File: src/rtl/spill_register.sv
// Purpose: two-entry valid/ready spill register that registers valid, ready and data in both directions.
// Latency: a beat accepted in cycle n is presented downstream in cycle n+1 (zero when Bypass=1).
// Backpressure: holds up to two beats; ready_o drops only when both slots are full.
//
// Ports:
//   clk_i, rst_i              - clock, synchronous active-high reset
//   valid_i, ready_o, data_i  - upstream handshake and payload
//   valid_o, ready_i, data_o  - downstream handshake and payload
//   T                         - payload type, Bypass - 1 = plain wires
module spill_register #(
  parameter type T      = logic,
  parameter bit  Bypass = 1'b0
) (
  input  logic clk_i,
  input  logic rst_i,
  input  logic valid_i,
  output logic ready_o,
  input  T     data_i,
  output logic valid_o,
  input  logic ready_i,
  output T     data_o
);

  if (Bypass) begin : gen_bypass
    assign valid_o = valid_i;
    assign ready_o = ready_i;
    assign data_o  = data_i;

    // Clock and reset have no function in the feed-through build.
    logic unused_clk_rst;
    assign unused_clk_rst = clk_i ^ rst_i;
  end else begin : gen_spill
    // Slot A takes every accepted beat; slot B catches A's beat when the
    // downstream stalls, so the upstream ready never depends on ready_i.
    logic a_full_q, b_full_q;
    T     a_data_q, b_data_q;

    logic a_fill, a_drain, b_fill, b_drain;

    assign a_fill  = valid_i & ready_o;
    assign a_drain = a_full_q & ~b_full_q;
    assign b_fill  = a_drain & ~ready_i;
    assign b_drain = b_full_q & ready_i;

    always_ff @(posedge clk_i) begin
      if (rst_i) begin
        a_full_q <= 1'b0;
        a_data_q <= T'('0);
      end else begin
        if (a_fill) begin
          a_data_q <= data_i;
        end
        a_full_q <= a_fill | (a_full_q & ~a_drain);
      end
    end

    always_ff @(posedge clk_i) begin
      if (rst_i) begin
        b_full_q <= 1'b0;
        b_data_q <= T'('0);
      end else begin
        if (b_fill) begin
          b_data_q <= a_data_q;
        end
        b_full_q <= b_fill | (b_full_q & ~b_drain);
      end
    end

    // B always holds the older beat when both are full, so it goes first.
    assign valid_o = a_full_q | b_full_q;
    assign ready_o = ~a_full_q | ~b_full_q;
    assign data_o  = b_full_q ? b_data_q : a_data_q;
  end

endmodule

File: config.mk
export PLATFORM = sky130hd
export DESIGN_NAME = spill_register
export DESIGN_NICKNAME = d
export VERILOG_FILES = /design/src/rtl/spill_register.sv
export SDC_FILE = /design/constraint.sdc
export NUM_CORES = 1
export LEC_CHECK = 0
export ABC_AREA = 1
export ABC_CLOCK_PERIOD_IN_PS = 800
export CELL_PAD_IN_SITES_DETAIL_PLACEMENT = 1
export CELL_PAD_IN_SITES_GLOBAL_PLACEMENT = 1
export CORE_AREA = 3 3 40 42
export CTS_CLUSTER_SIZE = 14
export DETAILED_ROUTE_END_ITERATION = 8
export DIE_AREA = 0 0 43 45
export HOLD_SLACK_MARGIN = 0.06
export PLACE_DENSITY_LB_ADDON = 0.25
export SLEW_MARGIN = 20
export SYNTH_ARGS = -nofsm -noshare
export SYNTH_HDL_FRONTEND = slang
export SYNTH_SLANG_ARGS = --single-unit
File: constraint.sdc
create_clock -name clk_i -period 0.8 [get_ports clk_i]
set_clock_uncertainty 0.05 [all_clocks]
set_input_delay 0.16 -clock clk_i [delete_from_list [all_inputs] [get_ports clk_i]]
set_output_delay 0.16 -clock clk_i [all_outputs]
set_load 0.1 [all_outputs]
---- Yosys cells after proc, flatten, opt, wreduce, memory -nomap -nowiden ----
Index checks and enable logic that the tools add are counted.
W data, S select, Z words.
storage, ports and cells
  word-level logic and storage cells ...... 20
  register bits ........................... 4
  output and inout port bits .............. 3
  bits of input ports ..................... 5
operators by class
  muxes and demuxes ....................... 1
  bitwise operators ....................... 15
operator list
  operator       number
  $and A1 B1 Y1  6
  $not A1 Y1     5
  $or A1 B1 Y1   4
  $mux W1        1

---- Longest topological paths before layout ----
Gate-level depths: netlist of the first run.
  word-level depth ........................ 5
  gate-level depth with buffers ........... 5
  gate-level depth less buffers ........... 5

---- Worst setup path after synthesis of the first run ----
No wires, ideal clock.
  path type ............................... register to output
  start ................................... register gen_spill.b_full_q
  end ..................................... output data_o
  buffers on the path ..................... 0
  required time ........................... 0.590 ns
  stages on the path, launching flop included .. 3
  setup slack ............................. -1.923 ns
  data arrival time ....................... 2.513 ns
  cell sequence ........................... dfxtp_1 inv_1 o21ai_0
between the ends
  word-level cells in the longest chain between the ends .. 1
ends and longest elaborated chain
  item                      line  text
  start: declaration        35    logic a_full_q, b_full_q;
  start signal: assignment  65    b_full_q <= b_fill | (b_full_q & ~b_drain);
  $mux W1                   72    assign data_o = b_full_q ? b_data_q : a_data_q;
  end: declaration          21    output T data_o
Every way passes these cells.

---- Worst setup path after layout of the first run ----
  start ................................... register gen_spill.b_full_q
  end ..................................... output valid_o
between the ends
  word-level cells in the longest chain between the ends .. 1
ends and longest elaborated chain
  item              line  text
  $or A1 B1 Y1      70    assign valid_o = a_full_q | b_full_q;
  end: declaration  19    output logic valid_o,
Every way passes these cells.

==> metrics.cfg, run 1 <==
[timing]
hold_viol = 0
max_freq_mhz = 849
relSlewSlack_pct = 88.1
whs_ns = 0.467
final.setup.tns_ns = -1.56
setup_viol = 6
period_share_pct = 147
fin_crit_ns = 1.18
fin_ws_ns = -0.378
grt_setup_unrepaired = yes
finalMaxSlewViolations = 0
worst_pin_slew_ns = 0.179

[clock_network]
cts_max_path_buffers = 2
clockRootBuffer = clkbuf_4
cts_hold_buf = 0
cts_tree = done
numCtsBuffers = 3
clkSlewWorstSetupHoldPaths_ns = 0.04
clk_latency_ns = 0.23
cts.sinks = 4
htree_levels = 1

[setup_path]
max_stage_delay_ns = 0.35
reg2reg_from = gen_spill.b_full_q
critPathBufInv = 2
critPathKind = reg2out
crit_family = flip-flops
reg2reg_depth = 6
rrSetupSlack_ns = -0.21
cp_max_fo = 3
cp_slowest_cell = dfxtp_4
arrival_ns = 0.97
crit_path_cell_trace = nor2_4, clkinvlp_4, buf_12
crit_required_ns = 0.59
cp-end-kind = primary output
cp-start-kind = flop
rr_endpoint = gen_spill.a_data_q

[floorplanning]
fp.dieW_um = 43
start_util_pct = 13.5
io_pins = 8
dieArea_um2 = 1940
num_rows = 13
design.core.area_um2 = 1280
chipHeight_um = 45

[grt]
grtUsageTotal_pct = 6.64
top_usage_layer = met2
grtUsageMet2_pct = 11.1
grt.met3_usage_pct = 3.98
grt_start_max_net_pins = 5
globalRouteMet1Util_pct = 5.02
grt_pass1_vias = 241
grt_pass1_wl_um = 890
antenna_found_initial = 0
grt-ovfl-total = 0

[finish]
nets = 45
layout_commonest_cell = clkdlybuf4s50_1
antennaDiodeCount = 0
fin_area_um2 = 387
drive_gt1_share_pct = 55.3
utilization_pct = 30.1
syn_to_final_growth_pct = 122

[power]
peakVddDrop_v = 0.000455
power_uw = 643
p_per_area_nw_per_um2 = 1660
p_leak_nw = 0.174

[synth]
synth_top_area_cell = dfxtp_1
synthDistinctLibCells = 10
ys_ff_latch = 4
synth-seq-area-share_pct = 46.0
yosys.area.top_type_share_pct = 46.0
synth.area.top_cells = dfxtp_1 (46%), inv_1 (11%), nand2_2 (11%)
syn_nets = 29
netlist_instances = 24
yosys_warnings = 0
avgSynthCellArea_um2 = 7.25
syn_area_um2 = 174

[routing]
first_pass_iters = 1
final_antenna_net_count = 0
routed_wl_um = 461
vias = 209
vias_per_cell = 3.94
drt-wirelength-per-cell_um = 8.70
first_iter_violations = 0
drt_drc_violations_left = 0

[min_path]
hold_path_class = in2reg
min_delay_path_depth = 2
hold_start = ready_i
whs_endpoint = gen_spill.b_full_q

[placement]
gp_congestion = 0.678
port_buffers = 7
placed_area_um2 = 334

[job]
cap_violations = 0

[run_status]
violations = negative setup slack
run_status = finished with violations

==> where the power goes <==
group / total, mW / leakage (nW) / internal [mW] / switching, mW
clock network: 0.239 / 0.0138 / 0.167 / 0.0716
logic: 0.185 / 0.126 / 0.0794 / 0.105
registers: 0.219 / 0.0339 / 0.210 / 0.00946
==> state kept, by name, indices dropped and copies added (netlist names) <==
name	cells
gen_spill.a_full_q	1
gen_spill.b_data_q	1
gen_spill.a_data_q	1
gen_spill.b_full_q	1
==> layout make-up <==
class / instances / area (um2)
fillers: 156 / 898
repair buffers: 11 / 134
multi-input cells: 15 / 101
flip-flops and latches: 4 / 85.1
inverters: 5 / 25.0
clock buffers: 3 / 22.5
well taps: 15 / 18.8
==> cell usage after synthesis <==
master,instances
nand3_1,2
nor3_1,1
a21oi_2,1
nand2_2,3
inv_1,5
o21ai_0,1
nand2_1,3
a21oi_1,1
dfxtp_1,4
nor2_1,3
==> metrics by stage <==
| step | cells | setup WS [ns] |
|---|---|---|
| finish | 53 | -0.378 |
| global placement | 49 | -0.290 |
| CTS | 53 | -0.393 |
| global route | 53 | -0.428 |
| floorplan | 24 | -0.364 |
| detailed placement | 49 | -0.295 |
==> repair_timing <==
action,4_1_cts,5_1_grt
buffers inserted,1,0
pin swaps,3,0
setup endpoints to repair,6,6
resized for setup,7,0
gates cloned,0,0
==> layer usage <==
layer	part of all wire, %	up-vias
li1	-	103
met1	32	100
met2	60	6
met3	7.6	0
met4	0	0
met5	0	-
==> worst max path at each step <==
stage                            start                 end  slack, ns  cells past startpoint
global route        gen_spill.b_full_q             valid_o      -0.43                      3
floorplan           gen_spill.b_full_q              data_o      -0.36                      2
detailed placement             ready_i  gen_spill.b_data_q      -0.30                      6
global placement               ready_i  gen_spill.b_data_q      -0.29                      6
CTS                 gen_spill.b_full_q              data_o      -0.39                      3
finish              gen_spill.b_full_q             valid_o      -0.38                      3
==> cells by family after synthesis <==
| logic type | Yosys count | synth area share (%) |
|---|---|---|
| compound gates | 3 | 10.8 |
| flops | 4 | 46.0 |
| simple gates | 12 | 32.4 |
| buf+inv | 5 | 10.8 |
No activity file was read; power rests on OpenSTA's default activity.
==> inputs of run 2 (changes only) <==
--- a/config.mk
+++ b/config.mk
@@ -6,7 +6,7 @@
 export NUM_CORES = 1
 export LEC_CHECK = 0
 export ABC_AREA = 1
-export ABC_CLOCK_PERIOD_IN_PS = 800
+export ABC_CLOCK_PERIOD_IN_PS = 1100
 export CELL_PAD_IN_SITES_DETAIL_PLACEMENT = 1
 export CELL_PAD_IN_SITES_GLOBAL_PLACEMENT = 1
 export CORE_AREA = 3 3 40 42
==> constraint.sdc (replaced) <==
create_clock -name clk_i -period 1.1 [get_ports clk_i]
set_clock_uncertainty 0.05 [all_clocks]
set_input_delay 0.22 -clock clk_i [delete_from_list [all_inputs] [get_ports clk_i]]
set_output_delay 0.22 -clock clk_i [all_outputs]
set_load 0.1 [all_outputs]
==> run 2 against run 1 <==
Against the previous run:
- the run still ends with negative setup slack left
- non-clock buffer count down 2
- critical path depth unchanged
- clock power down 25%
- die area unchanged
- flip-flop and latch count unchanged
- setup slack better by 0.22 ns
- routed wire length up 3.3%
==> metrics.cfg, run 2 (synthesized netlist as in run 1, its figures left out) <==
[setup_path]
crit_required_ns = 0.83  ; +0.24 ns
cp-start-kind = flop
arrival_ns = 0.99  ; +0.02 ns
cp_slowest_cell = dfxtp_4
crit_path_cell_trace = nor2_4, clkinvlp_4, buf_12
cp_max_fo = 3  ; unchanged
critPathKind = reg2out
cp-end-kind = primary output
max_stage_delay_ns = 0.36  ; about the same

[power]
p_per_area_nw_per_um2 = 1290  ; -22%
peakVddDrop_v = 0.000427  ; -6.0%
p_leak_nw = 0.151  ; -13%
power_uw = 469  ; -27%

[clock_network]
cts_tree = done
clkSlewWorstSetupHoldPaths_ns = 0.04  ; about the same
numCtsBuffers = 3  ; unchanged
cts_max_path_buffers = 2  ; unchanged
cts_hold_buf = 0  ; unchanged
htree_levels = 1  ; unchanged
clk_latency_ns = 0.23  ; about the same
clockRootBuffer = clkbuf_4
cts.sinks = 4  ; unchanged

[routing]
drt_drc_violations_left = 0  ; unchanged
first_pass_iters = 1  ; unchanged
routed_wl_um = 476  ; +3.3%
vias_per_cell = 3.82  ; -3.0%
drt-wirelength-per-cell_um = 9.33  ; +7.3%
vias = 195  ; -6.7%
final_antenna_net_count = 0  ; unchanged
first_iter_violations = 0  ; unchanged

[placement]
gp_congestion = 0.645  ; -4.7%
place_ws_ns = -0.0558  ; +0.240 ns
placedCellCount = 46  ; -6.1%
place.detailed.hpwl_um = 388
port_buffers = 7  ; unchanged
placed_area_um2 = 312  ; -6.7%

[timing]
grt_setup_unrepaired = yes
worst_pin_slew_ns = 0.170  ; -0.00840 ns
hold_viol = 0  ; unchanged
fin_crit_ns = 1.26
fin_ws_ns = -0.163  ; +0.215 ns
relSlewSlack_pct = 88.6  ; +0.56 points
max_freq_mhz = 792
period_share_pct = 115
setup_viol = 3  ; -3
finalMaxSlewViolations = 0  ; unchanged

[grt]
grt_pass1_wl_um = 793  ; -11%
grt-ovfl-total = 0  ; unchanged
grtUsageTotal_pct = 5.98  ; -0.66 points
grt_pass1_vias = 209  ; -13%
antenna_found_initial = 0  ; unchanged
grt_start_max_net_pins = 5  ; unchanged

[floorplanning]
io_pins = 8  ; unchanged
chipHeight_um = 45  ; unchanged
design.core.area_um2 = 1280  ; unchanged
fp.dieW_um = 43  ; unchanged
dieArea_um2 = 1940  ; unchanged
num_rows = 13  ; unchanged
start_util_pct = 13.5  ; unchanged

[finish]
finalNonFillerCells = 51  ; -3.8%
fin_area_um2 = 363  ; -6.1%
antennaDiodeCount = 0  ; unchanged
utilization_pct = 28.2  ; -1.8 points
mostFrequentLayoutCells = nand2_2 (4), clkdlybuf4s50_1 (4), inv_1 (3), clkbuf_4 (3), buf_12 (3)
drive_gt1_share_pct = 52.8  ; -2.5 points
syn_to_final_growth_pct = 109
nets = 43  ; -4.4%

[run_status]
run_status = finished with violations
violations = negative setup slack

[job]
cap_violations = 0  ; unchanged

[min_path]
hold_path_class = reg2reg

-- run 2: cell count changes in the layout (fill, tap and decap cells not counted), sizes merged --
| cell | previous run | this run |
|---|---|---|
| buf | 7 | 5 |
-- run 2: cell type report --
cell class | count | area (um2)
inverter | 5 | 25.0
multi-input combinational | 15 | 96.3
clock buffer | 3 | 22.5
sequential | 4 | 85.1
timing repair buffer | 9 | 115
tap | 15 | 18.8
fill | 157 | 922
-- run 2: worst max-delay path: cells and delay by family (launching register included) --
| family | cells | cell delay (ns) |
|---|---|---|
| DFF | 1 | 0.36 |
| and+or+nand+nor | 1 | 0.13 |
| buffers and inverters | 2 | 0.27 |
-- run 2: path summary, 6_finish.rpt --
check / cells after the start / slack [ns] / from / end
max: 3 / -0.16 / gen_spill.b_full_q / valid_o
min: 2 / 0.44 / gen_spill.a_data_q / gen_spill.a_data_q
max reg2reg: 4 / 0.18 / gen_spill.b_full_q / gen_spill.b_full_q
min reg2reg: 2 / 0.44 / gen_spill.a_data_q / gen_spill.a_data_q
-- run 2: metal layers --
metal,wire (um),global-route usage (%)
met3,51,1.99
met1,153,4.78
met4,0,7.23
met2,271,10.5
met5,0,0
-- run 2: power breakdown --
part | switching, mW | leakage, nW | internal [mW]
Clock | 0.0571 | 0.0138 | 0.122
Sequential | 0.00834 | 0.0339 | 0.153
Combinational | 0.0736 | 0.104 | 0.0556
-- run 2: timing repair --
item,CTS,global route
setup buffers,1,1
resized for setup,5,0
pin swaps,2,1
setup endpoints to repair,3,3
-- run 2: through the flow --
stage	hold slack (ns)	setup TNS (ns)
4_1_cts	0.451	-0.409
3_5_place_dp	0.426	-0.0691
6_report	0.444	-0.389
3_3_place_gp	0.430	-0.0545
2_1_floorplan	0.232	-0.307
5_1_grt	0.468	-0.489
